`config.mk`:
```
export PLATFORM = sky130hd
export DESIGN_NAME = dmem_arbiter
export DESIGN_NICKNAME = d
export VERILOG_FILES = /design/src/rtl/dmem_arbiter.sv
export SDC_FILE = /design/constraint.sdc
export NUM_CORES = 1
export LEC_CHECK = 0
export ABC_AREA = 1
export CORE_ASPECT_RATIO = 1.5
export CORE_MARGIN = 2
export CORE_UTILIZATION = 43
export CTS_BUF_LIST = sky130_fd_sc_hd__clkbuf_4
export DETAILED_ROUTE_END_ITERATION = 10
export PLACE_DENSITY = 0.83
export SLEW_MARGIN = 20
export SYNTH_ARGS = -nofsm -noshare
export SYNTH_HDL_FRONTEND = slang
export SYNTH_SLANG_ARGS = --single-unit
```
`constraint.sdc`:
```
create_clock -name clk -period 4.5 [get_ports clk]
set_clock_uncertainty 0.2 [all_clocks]
set_input_delay 0.675 -clock clk [delete_from_list [all_inputs] [get_ports clk]]
set_output_delay 0.675 -clock clk [all_outputs]
set_load 0.005 [all_outputs]
```
`src/rtl/dmem_arbiter.sv`:
```
// dmem_arbiter: two-port arbiter sharing data_mem with registered request/response and access checks
module dmem_arbiter #(
   parameter int MEM_BYTES = 4096,
   parameter bit RR_EN = 1'b1
) (
   input  logic            clk,
   input  logic            rst_n,
   input  logic [1:0]      req_valid,
   output logic [1:0]      req_ready,
   input  logic [1:0]      req_write,
   input  logic [1:0][1:0] req_size,
   input  logic [1:0][31:0] req_addr,
   input  logic [1:0][31:0] req_wdata,
   output logic [1:0]      rsp_valid,
   output logic [1:0][31:0] rsp_rdata,
   output logic [1:0]      rsp_err,
   output logic            mem_write,
   output logic [1:0]      mem_size,
   output logic [31:0]     mem_addr,
   output logic [31:0]     mem_wdata,
   input  logic [31:0]     mem_rdata
);
   typedef enum logic [1:0] {IDLE, ACCESS, RESP} state_t;
   state_t state_q, state_d;
   logic owner_q, owner_d, last_q, last_d, write_q, write_d, err_q, err_d;
   logic [1:0] size_q, size_d;
   logic [31:0] addr_q, addr_d, wdata_q, wdata_d, rdata_q, rdata_d;
   logic win, hs, bad;
   logic [32:0] end_addr;
   always_comb begin
      win = &req_valid ? (RR_EN ? ~last_q : 1'b0) : req_valid[1];
      req_ready = (state_q != ACCESS && |req_valid) ? 2'b01 << win : 2'b00;
      hs = |req_ready;
      end_addr = {1'b0, req_addr[win]} + (req_size[win] == 2'd0 ? 33'd1 : req_size[win] == 2'd1 ? 33'd2 : 33'd4);
      bad = req_size[win] == 2'd3 || (req_size[win] == 2'd1 && req_addr[win][0]) ||
            (req_size[win] == 2'd2 && req_addr[win][1:0] != 2'd0) || end_addr > 33'(MEM_BYTES);
      state_d = state_q == ACCESS ? RESP : IDLE;
      owner_d = owner_q;
      last_d = last_q;
      err_d = err_q;
      write_d = write_q;
      size_d = size_q;
      addr_d = addr_q;
      wdata_d = wdata_q;
      rdata_d = state_q == ACCESS ? (write_q ? 32'd0 : mem_rdata) : rdata_q;
      if (hs) begin
         owner_d = win;
         last_d = win;
         err_d = bad;
         rdata_d = 32'd0;
         state_d = bad ? RESP : ACCESS;
         write_d = bad ? write_q : req_write[win];
         size_d = bad ? size_q : req_size[win];
         addr_d = bad ? addr_q : req_addr[win];
         wdata_d = bad ? wdata_q : req_wdata[win];
      end
      mem_write = state_q == ACCESS && write_q;
      mem_size = size_q;
      mem_addr = addr_q;
      mem_wdata = wdata_q;
      rsp_valid = state_q == RESP ? 2'b01 << owner_q : 2'b00;
      rsp_err = err_q ? rsp_valid : 2'b00;
      rsp_rdata[0] = rsp_valid[0] ? rdata_q : 32'd0;
      rsp_rdata[1] = rsp_valid[1] ? rdata_q : 32'd0;
   end
   always_ff @(posedge clk) begin
      if (!rst_n) begin
         state_q <= IDLE;
         owner_q <= 1'b0;
         last_q <= 1'b1;
         err_q <= 1'b0;
         write_q <= 1'b0;
         size_q <= 2'd0;
         addr_q <= 32'd0;
         wdata_q <= 32'd0;
         rdata_q <= 32'd0;
      end else begin
         state_q <= state_d;
         owner_q <= owner_d;
         last_q <= last_d;
         err_q <= err_d;
         write_q <= write_d;
         size_q <= size_d;
         addr_q <= addr_d;
         wdata_q <= wdata_d;
         rdata_q <= rdata_d;
      end
   end
endmodule

```
* After elaboration in Yosys (flattened, before gate mapping)
Cells that the tools add are included.
Word-level totals: word-level logic and storage cells 57, output and inout port bits 137, register bits 104
Cells by class: equal/unequal tests 6, reductions and logical operators 14, multiplexer cells 20, bitwise operators 3, $lt $le $gt $ge 2, shift operators 2, $add $sub $neg 1
Operators by type and width (number):
- 32-bit two-way mux | 7
- 32-bit by 3-bit adder with 33-bit output | 1
- 33-bit by 13-bit greater-than comparator with 1-bit output (second input constant) | 1
- 2-bit two-way mux | 8
- 2-bit == test (second input constant) | 3
- 3-bit two-way mux | 2
- 2-bit by 1-bit == test with 1-bit output (second input constant) | 2
- 1-bit logical AND | 4
- 2-bit AND reduction | 2
- 2-bit OR reduction | 2
- 1-bit by 1-bit << shifter with 2-bit output (first input constant) | 2
- 1-bit logical OR | 3
- 1-bit two-way mux | 3
- 1-bit NOT | 3
- 3-bit OR reduction | 1
- 2-bit zero test | 1
- 1-bit by 2-bit less-than comparator with 1-bit output (second input constant) | 1
- 2-bit by 1-bit != test with 1-bit output (second input constant) | 1
- 2-bit nonzero test | 1

* Logic depth before layout (Yosys ltp)
depth after elaboration 12, gate-level depth with buffers 29

* Worst setup path after synthesis
OpenSTA, ideal clock, no wires.
path type input-to-reg, from input req_valid[1], to register addr_q[13], in the netlist mem_addr[13], data arrival time 3.744 ns, data required time 4.189 ns, setup slack 0.445 ns, cell stages on the path 27, cell sequence buf_4 -> nand2_4 -> buf_6 -> inv_2 -> buf_4 -> or2_2 -> o21ai_1 -> inv_1 -> ha_1 -> fa_1 -> a21oi_1 -> inv_1 -> nand2_1 -> nor2_4 -> nand2_2 -> nor2_4 -> nand2_1 -> nand2_1 -> nand2_1 -> nand2_1 -> nor2_1 -> nand3_1 -> nor2_2 -> nand4_2 -> nand2_2 -> buf_6 -> nor2_1
Between the ends: word-level cells in the longest chain between the ends 12
Ends and longest elaborated chain:
- start: declaration | line 8 | input logic [1:0] req_valid,
- 2-bit AND reduction | line 31 | win = &req_valid ? (RR_EN ? ~last_q : 1'b0) : req_valid[1];
- 1-bit two-way mux | line 31
- 2-bit two-way mux (implied by the code) (2 in a row) | line 34, 35, 36
- 2-bit by 1-bit == test with 1-bit output | line 34, 35
- 3-bit two-way mux (2 in a row) | line 34 | end_addr = {1'b0, req_addr[win]} + (req_size[win] == 2'd0 ? 33'd1 : req_size[win] == 2'd1 ? 33'd2 : 33'd4);
- 32-bit by 3-bit adder with 33-bit output | line 34
- 33-bit by 13-bit greater-than comparator with 1-bit output | line 36 | (req_size[win] == 2'd2 && req_addr[win][1:0] != 2'd0) || end_addr > 33'(MEM_BYTES);
- 1-bit logical OR | line 36
- 1-bit NOT (no line)
- 2-bit AND reduction (no line)
- end signal: assignment | line 84 | addr_q <= addr_d;
- end: declaration | line 27 | logic [31:0] addr_q, addr_d, wdata_q, wdata_d, rdata_q, rdata_d;
Several ways; a longest one is shown, not always the timed one. The select of a mux whose other input is x is not followed. A chain may end at the register's enable or synchronous reset.

* Worst setup path in the final report
from input req_valid[0], to register wdata_q[11], in the netlist mem_wdata[11]
Between the ends: word-level cells in the longest chain between the ends 12
Ends and longest elaborated chain:
- 2-bit AND reduction | line 31
- 1-bit two-way mux | line 31
- 2-bit two-way mux (implied by the code) (2 in a row) | line 34, 35, 36
- 2-bit by 1-bit == test with 1-bit output | line 34, 35
- 3-bit two-way mux (2 in a row) | line 34
- 32-bit by 3-bit adder with 33-bit output | line 34
- 33-bit by 13-bit greater-than comparator with 1-bit output | line 36
- 1-bit logical OR | line 36
- 1-bit NOT (no line)
- 2-bit AND reduction (no line)
- end signal: assignment | line 85 | wdata_q <= wdata_d;
- end: declaration | line 27
Several ways; a longest one is shown, not always the timed one. The select of a mux whose other input is x is not followed.

==> out/results.ini <==
[run_status]
outcome = completed

[synthesis]
ys_warn_count = 0
synth_top_family_by_area = simple AND/OR/NAND/NOR gates
avgSynthCellArea_sq_um = 5.993
syn-num-nets = 1275
syn_area_sq_um = 6599
synth_seq_cells = 104
syn-instance-count = 1101
synth_fa_ha_area_share_pct = 0.8722
synthSimpleGateAreaFrac_pct = 47.44
synth_edf_count = 0
synth.mux.area_fraction_pct = 0
synth_xor_area_share_pct = 0.5309
ys_seq_area_share_pct = 31.55
yosys_most_used_dff = dfxtp_1
synth_compound_area_share_pct = 7.888
synthDistinctLibCells = 32
synthArstFlopShare_pct = 0

[setup_path]
r2r-start = last_q
reg2reg_depth = 27
endpoint_kind = flop
crit_arrival_ns = 4.42
rr_endpoint = mem_wdata[11]
path_max_fanout = 30
cp.required_ns = 4.71
critPathLaunchType = input pin
reg2reg_setup_slack_ns = 0.64
worst-setup-path-type = in2reg

[route]
wl_um = 23980
dr_wl_met2_um = 12530
drt.antenna.violating_nets = 0
drc_errors = 0
wl_met3_um = 1266
drt-pass1-iter-count = 5
avgRoutedWirePerCell_um = 14.99
drt_iter0_drc = 477
top_layer_used = met4
viasPerCell = 5.016
met1_length_um = 8858
via_count = 8025

[clock_tree]
htree_levels = 3
postCtsHoldBufs = 0
cts_buffer_depth = 2
insertion_delay_ns = 0.45
cts_tree = built
clock-sinks = 104
root_buffer = clkbuf_4
path_clk_slew_ns = 0.16
numCtsBuffers = 9

[power_and_ir_drop]
power.leakage_nw = 4.382
switching_power_w = 0.0005871
intPower_w = 0.001335
seq_power_share_pct = 48.1
powerDensity_nw_per_um2 = 188.7
power.clock.fraction_pct = 25.6
combPwrFrac_pct = 26.3
irDropWorstVdd_mv = 0.1145
power_switching_share_pct = 30.54

[sta]
fmax_mhz = 237.6
min_period_ns = 4.209
setup_viol = 0
fin_hold_ws_ns = 0.2393
post-route-period-util_pct = 93.53
drv_slew = 0
finalHoldViolCount = 0
setup_slack_ns = 0.2911
worstMarginPinSlew_ns = 1.034
max_slew_margin_pct = 30.97
setup_tns_ns = 0

[floorplanning]
fp.dieArea_sq_um = 16370
coreArea_sq_um = 15070
fp-row-count = 55
initial_core_util_pct = 43.79
pin_count = 307
die_w_um = 105.1
die_height_um = 155.7

[finish]
drive_gt1_share_pct = 7.071
regArea_sq_um = 2082
multiInputGateArea_sq_um = 3769
nFillCells = 1340
area_delta_synth_final_pct = 54.38
final_nets = 1569

[hold_path]
worstHoldStart = mem_addr[17]
hp-class = reg2reg
min_path_cells = 2
holdPathEnd = mem_addr[17]

[job]
max_cap_viol_count = 0

[global_routing]
grt_max_degree = 101
gr-total-overflow = 0
antenna_found_initial = 1
grt_first_pass_wirelength_um = 36670
grt_pass1_vias = 7354
grt_usage_pct = 28.02

[placement]
dp_slack_ns = -0.2208
dpl.hpwl_um = 19130
place_congestion = 0.9882
numPortBuffers = 306

worst max-delay path: stages:
cell and delay (ns):
clkdlybuf4s50_1 0.49, nand2_2 0.09, nand2_4 0.10, inv_2 0.04
buf_4 0.14, nand2_1 0.05, nand2_1 0.09, buf_4 0.16
nor2_1 0.20, fa_2 0.27, a21oi_2 0.06, inv_1 0.06
nand2_2 0.09, nor2_4 0.13, buf_4 0.15, nand3_1 0.12
nor2_1 0.23, nand2_1 0.08, nand2_1 0.07, nand2_1 0.05
nor2_1 0.10, nand2_1 0.07, nor2_2 0.18, inv_2 0.07
nor2_4 0.17, buf_12 0.19, nand4_1 0.14, nand2_1 0.13
stage by stage:
| step | power, W | area [sq um] | instances | util (%) |
|---|---|---|---|---|
| detailed placement | 0.001445 | 9980 | 1581 | 66.22 |
| global route | 0.002017 | 10190 | 1600 | 67.60 |
| global placement | 0.001440 | 9980 | 1581 | 66.22 |
| CTS | 0.001933 | 10130 | 1597 | 67.19 |
| floorplan | 0.001200 | 6599 | 1101 | - |
| finish | 0.001922 | 10190 | 1600 | 67.60 |
Yosys cell counts (all sizes together), types with 2 or more instances:
library cell | n | area [sq um]
nor2 | 158 | 648.1
o21ai | 16 | 80.07
buf | 30 | 198.9
nand3 | 100 | 505.5
o21bai | 2 | 15.01
ha | 3 | 37.54
xor2 | 4 | 35.03
dfxtp | 104 | 2082
a211oi | 32 | 240.2
nand2 | 385 | 1480
nand3b | 14 | 105.1
nor3 | 6 | 35.03
clkbuf | 38 | 142.6
inv | 114 | 427.9
nand4 | 54 | 344.1
a21oi | 37 | 185.2
per-layer routing:
metal	track usage, %	vias up
met3	4.302	72
met2	52.29	306
met4	15.49	0
met1	29.85	3557
li1	-	4090
met5	0	-
kinds of logic after synthesis:
group | Yosys count
AO/OA/AOI/OAI | 87
adder cells (fa/ha/maj) | 4
AND/OR/NAND/NOR | 719
XOR/XNOR | 4
flip-flops | 104
buffers and inverters | 183
worst max-delay path by stage:
| stage | endpoint | cells past startpoint | start | slack (ns) |
|---|---|---|---|---|
| after CTS | mem_addr[9] | 28 | req_valid[0] | 0.28 |
| after detailed placement | mem_addr[7] | 28 | req_valid[0] | -0.22 |
| final | mem_wdata[11] | 28 | req_valid[0] | 0.29 |
| after global placement | mem_addr[24] | 27 | req_valid[1] | -0.13 |
| after floorplan | mem_addr[13] | 27 | req_valid[1] | 0.44 |
| after global routing | mem_addr[12] | 28 | req_valid[0] | -0.0001 |
what timing repair did:
action / in CTS / in global routing
buffers inserted: 0 / 1
resized for setup: 0 / 7
setup endpoints to repair: 0 / 54
state kept, by name (all words and copies together), names as in the netlist:
name	cells
owner_q	1
last_q	1
write_q	1
mem_size	2
mem_addr	32
state_q	2
mem_wdata	32
rdata_q	32
err_q	1
cell type report:
| cell class | count | area share (%) |
|---|---|---|
| Inverter | 115 | 4.237 |
| Antenna cell | 1 | 0.02456 |
| Timing Repair Buffer | 351 | 34.43 |
| Clock buffer | 9 | 0.6632 |
| Multi-Input combinational cell | 814 | 36.99 |
| Clock inverter | 7 | 0.7738 |
| Tap cell | 199 | 2.444 |
| Sequential cell | 104 | 20.44 |
cell usage in the layout (no fill, tap or decap), types with 13 or more instances in the layout:
cell type,Yosys,layout
nand2_1,373,371
clkdlybuf4s50_1,0,305
nor2_1,146,144
inv_1,111,111
dfxtp_1,104,104
nand3_1,99,99
nand4_1,53,53
buf_4,4,37
a21oi_1,37,36
a211oi_1,32,32
nand3b_1,14,14
nand2_2,11,13
power groups by stage:
stage               registers [W]  clock network, W  logic, W
floorplan                0.000944                 0  0.000256
global placement         0.000945                 0  0.000496
detailed placement       0.000945                 0  0.000500
CTS                      0.000925          0.000506  0.000502
global route             0.000926          0.000533  0.000557
finish                   0.000925          0.000491  0.000506
(Power assumes the default switching activity.)
